**config.mk**
```make
export PLATFORM = sky130hd
export DESIGN_NAME = regfile_dump_reader
export DESIGN_NICKNAME = d
export VERILOG_FILES = /design/src/rtl/regfile_pkg.sv /design/src/rtl/dump_out_stage.sv /design/src/rtl/regfile_dump_reader.sv
export SDC_FILE = /design/constraint.sdc
export NUM_CORES = 1
export LEC_CHECK = 0
export BUFFER_PORTS_ARGS = -buffer_cell sky130_fd_sc_hd__buf_2
export CAP_MARGIN = 20
export CELL_PAD_IN_SITES_DETAIL_PLACEMENT = 0
export CELL_PAD_IN_SITES_GLOBAL_PLACEMENT = 1
export CORE_MARGIN = 5
export CORE_UTILIZATION = 39
export CTS_BUF_LIST = sky130_fd_sc_hd__clkbuf_16
export CTS_CLUSTER_DIAMETER = 40
export DETAILED_ROUTE_END_ITERATION = 12
export PLACE_DENSITY_LB_ADDON = 0.2
export SKIP_LAST_GASP = 1
export SYNTH_ARGS = -nofsm -noshare
export SYNTH_HDL_FRONTEND = slang
export SYNTH_SLANG_ARGS = --single-unit
```
**constraint.sdc**
```tcl
create_clock -name clk -period 2.41 [get_ports clk]
set_clock_uncertainty 0.05 [all_clocks]
set_input_delay 0.482 -clock clk [delete_from_list [all_inputs] [get_ports clk]]
set_output_delay 0.482 -clock clk [all_outputs]
set_load 0.02 [all_outputs]
```
**src/rtl/regfile_pkg.sv**
```systemverilog
// Shared types and sizes for the 32 x 32-bit register file and its dump reader.
package regfile_pkg;
  localparam int DATA_W   = 32;
  localparam int ADDR_W   = 5;
  localparam int NUM_REGS = 32;
  localparam int CNT_W    = ADDR_W + 1;

  typedef enum logic {IDLE, RUN} dump_state_t;
endpackage

```
**src/rtl/dump_out_stage.sv**
```systemverilog
// Output holding register for the dump stream: load has priority over accept,
// contents stay put while stalled, and clear drops any pending word.
module dump_out_stage
  import regfile_pkg::*;
(
  input  logic              clk,
  input  logic              reset_n,
  input  logic              load_i,
  input  logic              clr_i,
  input  logic              ready_i,
  input  logic [DATA_W-1:0] data_i,
  input  logic [ADDR_W-1:0] addr_i,
  input  logic              last_i,
  output logic              valid_o,
  output logic [DATA_W-1:0] data_o,
  output logic [ADDR_W-1:0] addr_o,
  output logic              last_o
);
  logic              valid_q;
  logic [DATA_W-1:0] data_q;
  logic [ADDR_W-1:0] addr_q;
  logic              last_q;

  always_ff @(posedge clk or negedge reset_n) begin
    if (!reset_n) begin
      valid_q <= 1'b0;
      data_q  <= '0;
      addr_q  <= '0;
      last_q  <= 1'b0;
    end else if (clr_i) begin
      valid_q <= 1'b0;
      last_q  <= 1'b0;
    end else if (load_i) begin
      valid_q <= 1'b1;
      data_q  <= data_i;
      addr_q  <= addr_i;
      last_q  <= last_i;
    end else if (valid_q && ready_i) begin
      valid_q <= 1'b0;
    end
  end

  assign valid_o = valid_q;
  assign data_o  = data_q;
  assign addr_o  = addr_q;
  assign last_o  = last_q;
endmodule

```
**src/rtl/regfile_dump_reader.sv**
```systemverilog
// Walks a (possibly wrapping) address range of the register file and streams
// each word with its index over valid/ready, one word per cycle when unstalled.
module regfile_dump_reader
  import regfile_pkg::*;
(
  input  logic              clk,
  input  logic              reset_n,
  input  logic              start,
  input  logic              abort,
  input  logic [ADDR_W-1:0] first_addr,
  input  logic [ADDR_W-1:0] last_addr,
  output logic [ADDR_W-1:0] rd_addr,
  input  logic [DATA_W-1:0] rd_data,
  output logic              out_valid,
  input  logic              out_ready,
  output logic [DATA_W-1:0] out_data,
  output logic [ADDR_W-1:0] out_addr,
  output logic              out_last,
  output logic              busy,
  output logic              done
);
  dump_state_t       state_q, state_d;
  logic [ADDR_W-1:0] ptr_q, ptr_d;
  logic [CNT_W-1:0]  rem_q, rem_d;
  logic              done_q, done_d;
  logic [CNT_W-1:0]  span;
  logic              load, clr, last_word;

  // Subtraction is done at ADDR_W bits so a reversed range wraps through 31 -> 0.
  assign span = {1'b0, last_addr - first_addr} + CNT_W'(1);

  always_comb begin
    state_d   = state_q;
    ptr_d     = ptr_q;
    rem_d     = rem_q;
    done_d    = 1'b0;
    load      = 1'b0;
    clr       = 1'b0;
    last_word = 1'b0;
    rd_addr   = (state_q == IDLE) ? first_addr : ptr_q;
    case (state_q)
      IDLE: begin
        if (start && !abort) begin
          load      = 1'b1;
          last_word = (span == CNT_W'(1));
          rem_d     = span - CNT_W'(1);
          ptr_d     = first_addr + ADDR_W'(1);
          state_d   = RUN;
        end
      end
      RUN: begin
        if (abort) begin
          clr     = 1'b1;
          rem_d   = '0;
          state_d = IDLE;
        end else begin
          if (rem_q != '0 && (!out_valid || out_ready)) begin
            load      = 1'b1;
            last_word = (rem_q == CNT_W'(1));
            rem_d     = rem_q - CNT_W'(1);
            ptr_d     = ptr_q + ADDR_W'(1);
          end
          // The final word can only be pending once rem_q is zero, so no load collides here.
          if (out_valid && out_ready && out_last) begin
            state_d = IDLE;
            done_d  = 1'b1;
          end
        end
      end
      default: state_d = IDLE;
    endcase
  end

  always_ff @(posedge clk or negedge reset_n) begin
    if (!reset_n) begin
      state_q <= IDLE;
      ptr_q   <= '0;
      rem_q   <= '0;
      done_q  <= 1'b0;
    end else begin
      state_q <= state_d;
      ptr_q   <= ptr_d;
      rem_q   <= rem_d;
      done_q  <= done_d;
    end
  end

  dump_out_stage u_out (
    .clk     (clk),
    .reset_n (reset_n),
    .load_i  (load),
    .clr_i   (clr),
    .ready_i (out_ready),
    .data_i  (rd_data),
    .addr_i  (rd_addr),
    .last_i  (last_word),
    .valid_o (out_valid),
    .data_o  (out_data),
    .addr_o  (out_addr),
    .last_o  (out_last)
  );

  assign busy = (state_q == RUN);
  assign done = done_q;
endmodule

```
==> reports/results.ini <==
[routing]
routedWlPerCell_um = 14.90
drt_pass1_iterations = 4
viasPerCell = 4.781
drt_iter0_markers = 72
drc = 0
num_vias = 2013
wl_mm = 6.273
postRouteAntennaNets = 0

[global_routing]
grt_pass1_vias = 2099
grt_max_degree = 53
track_usage = 0.1444
grt_remaining_overflow = 0
antenna_found_initial = 0
grt_pass1_wl_mm = 10.10

[layout]
n_antenna_cell = 0
syn2layout_area_growth_pct = 28.34
utilization = 0.5150
nets = 382
drive_gt1_frac = 0.4923

[die]
fp.dieW_um = 93.84
die-area_mm2 = 0.008806
io_pins = 93
rows = 30
core_mm2 = 0.006832
die_h_um = 93.84
start_util = 0.4013

[critical_path]
cp.arrival_ns = 2.48
critPathMostFrequentCell = inv_1
crit_slowest_cell = fa_2
path_delay_family = adder cells
cp.required_ns = 2.59
path_buf_inv = 4
critPathKind = in -> reg
cp_max_fo = 5
path_cells = buf_2, inv_1, ha_1, inv_1, fa_2, inv_2, ha_4, nor2_1, a2111oi_1, a311o_1
cp-start-kind = input pin
cp-end-kind = flip-flop
cpPeakStageDelay_ns = 0.57

[yosys]
synth.most_common_cell = dfrtp_1
async_flop_share = 1.000
syn_area_mm2 = 0.002741
yosysUniqueCellTypes = 39
synth_top_area_cell = dfrtp_1
synth_fp_nets = 281
synth_top_cells_by_count = dfrtp_1 (52), mux2_4 (27), inv_1 (16)
synth_top_area_share = 0.4747
yosysSeqAreaShare = 0.4747
synth_edf_count = 0
synth_area_leaders = dfrtp_1 (47%), mux2_4 (15%), ha_1 (4.6%)
yosysWarnings = 0
synth_top_flop_cell = dfrtp_1
synth_seq_cells = 52
syn_inst = 223
syn_avg_cell_area_um2 = 12.29

[hold_path]
hp-class = in -> async

[clock_network]
clock-sinks = 52
cts_max_path_buffers = 2
cts_tree = yes
clock-root-buffer = clkbuf_16
insertion_delay_ns = 0.29
postCtsHoldBufs = 0
cts.htree.levels = 2
path_clk_slew_ns = 0.07
cts_buffers = 5

[pwr]
ir_drop_v = 0.0004027
pwr-share-clk = 0.219
switchingPower_mw = 1.161
p_leak_nw = 1.714
powerDensity_mw_per_mm2 = 925.7
switching_share = 0.3563
internal-power_mw = 2.096
combPwrFrac = 0.392
p_seq_frac = 0.388

[sta]
final.min_clock_period_ns = 2.306
max_slew_margin = 0.5474
finalCritPeriodShare = 0.9568
tightest_slew_ns = 0.6789
clock.fmax_mhz = 433.7
setup_viol = 0
hold_viol = 0
tns_ns = 0
slew_viol_final = 0
holdWs_ns = 0.2409

[job]
max_cap_viol_count = 0

[placement]
numPortBuffers = 92
gp_congestion = 0.7635
dp_hpwl_mm = 4.596

[outcome]
status = completed

final timing paths:
path                                      start          endpoint  slack (ns)  depth (start not counted)
min in group clk                    rd_data[23]  u_out.data_o[23]        0.37                          2
worst min register to register  u_out.data_o[1]   u_out.data_o[1]        0.45                          1
worst min-delay path                    reset_n              busy        0.24                          2
max in group asynchronous               reset_n          ptr_q[2]        1.59                          2
worst max register to register         rem_q[0]  u_out.data_o[17]        0.30                          7
worst max-delay path               last_addr[0]          rem_q[5]        0.10                         10
power by group through the flow:
stage                     logic (mW)  registers (mW)  clock network (mW)
final                           1.28            1.26               0.715
after global routing            1.39            1.30               0.773
after CTS                       1.29            1.27               0.733
after detailed placement        1.29            1.27                   0
after global placement          1.28            1.27                   0
after floorplan                0.668            1.48                   0
area by class of cell:
cell class | count | area [um2]
fill | 669 | 3313
sequential | 52 | 1301
timing repair buffer | 104 | 563.0
tap | 96 | 120.1
clock inverter | 3 | 17.52
inverter | 16 | 60.06
multi-input combinational | 145 | 1331
clock buffer | 5 | 125.1
metal layers:
layer	routed length [um]	global-route usage	vias up
met2	3182	0.2472	58
met5	0	0	-
met3	365	0.04247	8
li1	-	-	981
met4	73	0.03369	0
met1	2652	0.1788	966
stage by stage:
stage | area, um2 | instances | worst slack, ns | total power [mW]
after global placement | 3369 | 413 | -0.1283 | 2.550
after CTS | 3512 | 421 | 0.1148 | 3.292
after detailed placement | 3369 | 413 | -0.1983 | 2.567
after global routing | 3518 | 421 | -0.02695 | 3.461
after floorplan | 2764 | 223 | 0.01311 | 2.149
final | 3518 | 421 | 0.1041 | 3.257
cell families (layout without fill, tap and decap cells):
| kind of cell | after synthesis | count (layout) | synth area share |
|---|---|---|---|
| DFF | 52 | 52 | 0.4747 |
| adders and majority gates | 11 | 11 | 0.05294 |
| and+or+nand+nor | 45 | 45 | 0.08535 |
| muxes | 40 | 40 | 0.1999 |
| AOI/OAI and AO/OA | 37 | 37 | 0.09585 |
| xor gates and xnor gates | 12 | 12 | 0.03834 |
| buffers and inverters | 26 | 128 | 0.05294 |
sequential cells by signal (all words and copies together), names as in the netlist:
register / count
u_out.data_o: 32
rem_q: 6
ptr_q: 5
u_out.addr_o: 5
busy: 1
done: 1
u_out.last_o: 1
u_out.valid_o: 1
layout by cell type (no fill, tap or decap), types with 2 or more instances in the layout:
cell	instances
xnor2_1	8
o21a_1	4
nor3_1	5
a21oi_1	8
o22ai_1	4
mux2_4	27
dfrtp_1	52
xor2_1	4
nor2_1	11
nand2b_1	5
a21o_1	2
buf_4	11
buf_2	92
o21ai_0	5
nor2b_1	3
o221ai_1	2
mux2i_1	3
nand2_1	10
mux2_2	10
ha_1	9
nand4_1	3
nand3_1	3
o211ai_2	2
inv_1	16
clkbuf_16	5
repair_timing:
action / in CTS / in global routing
gates resized for setup: 0 / 2
setup endpoints to repair: 0 / 2
buffers inserted: 0 / 0
Power figures use the tool's default switching activity.
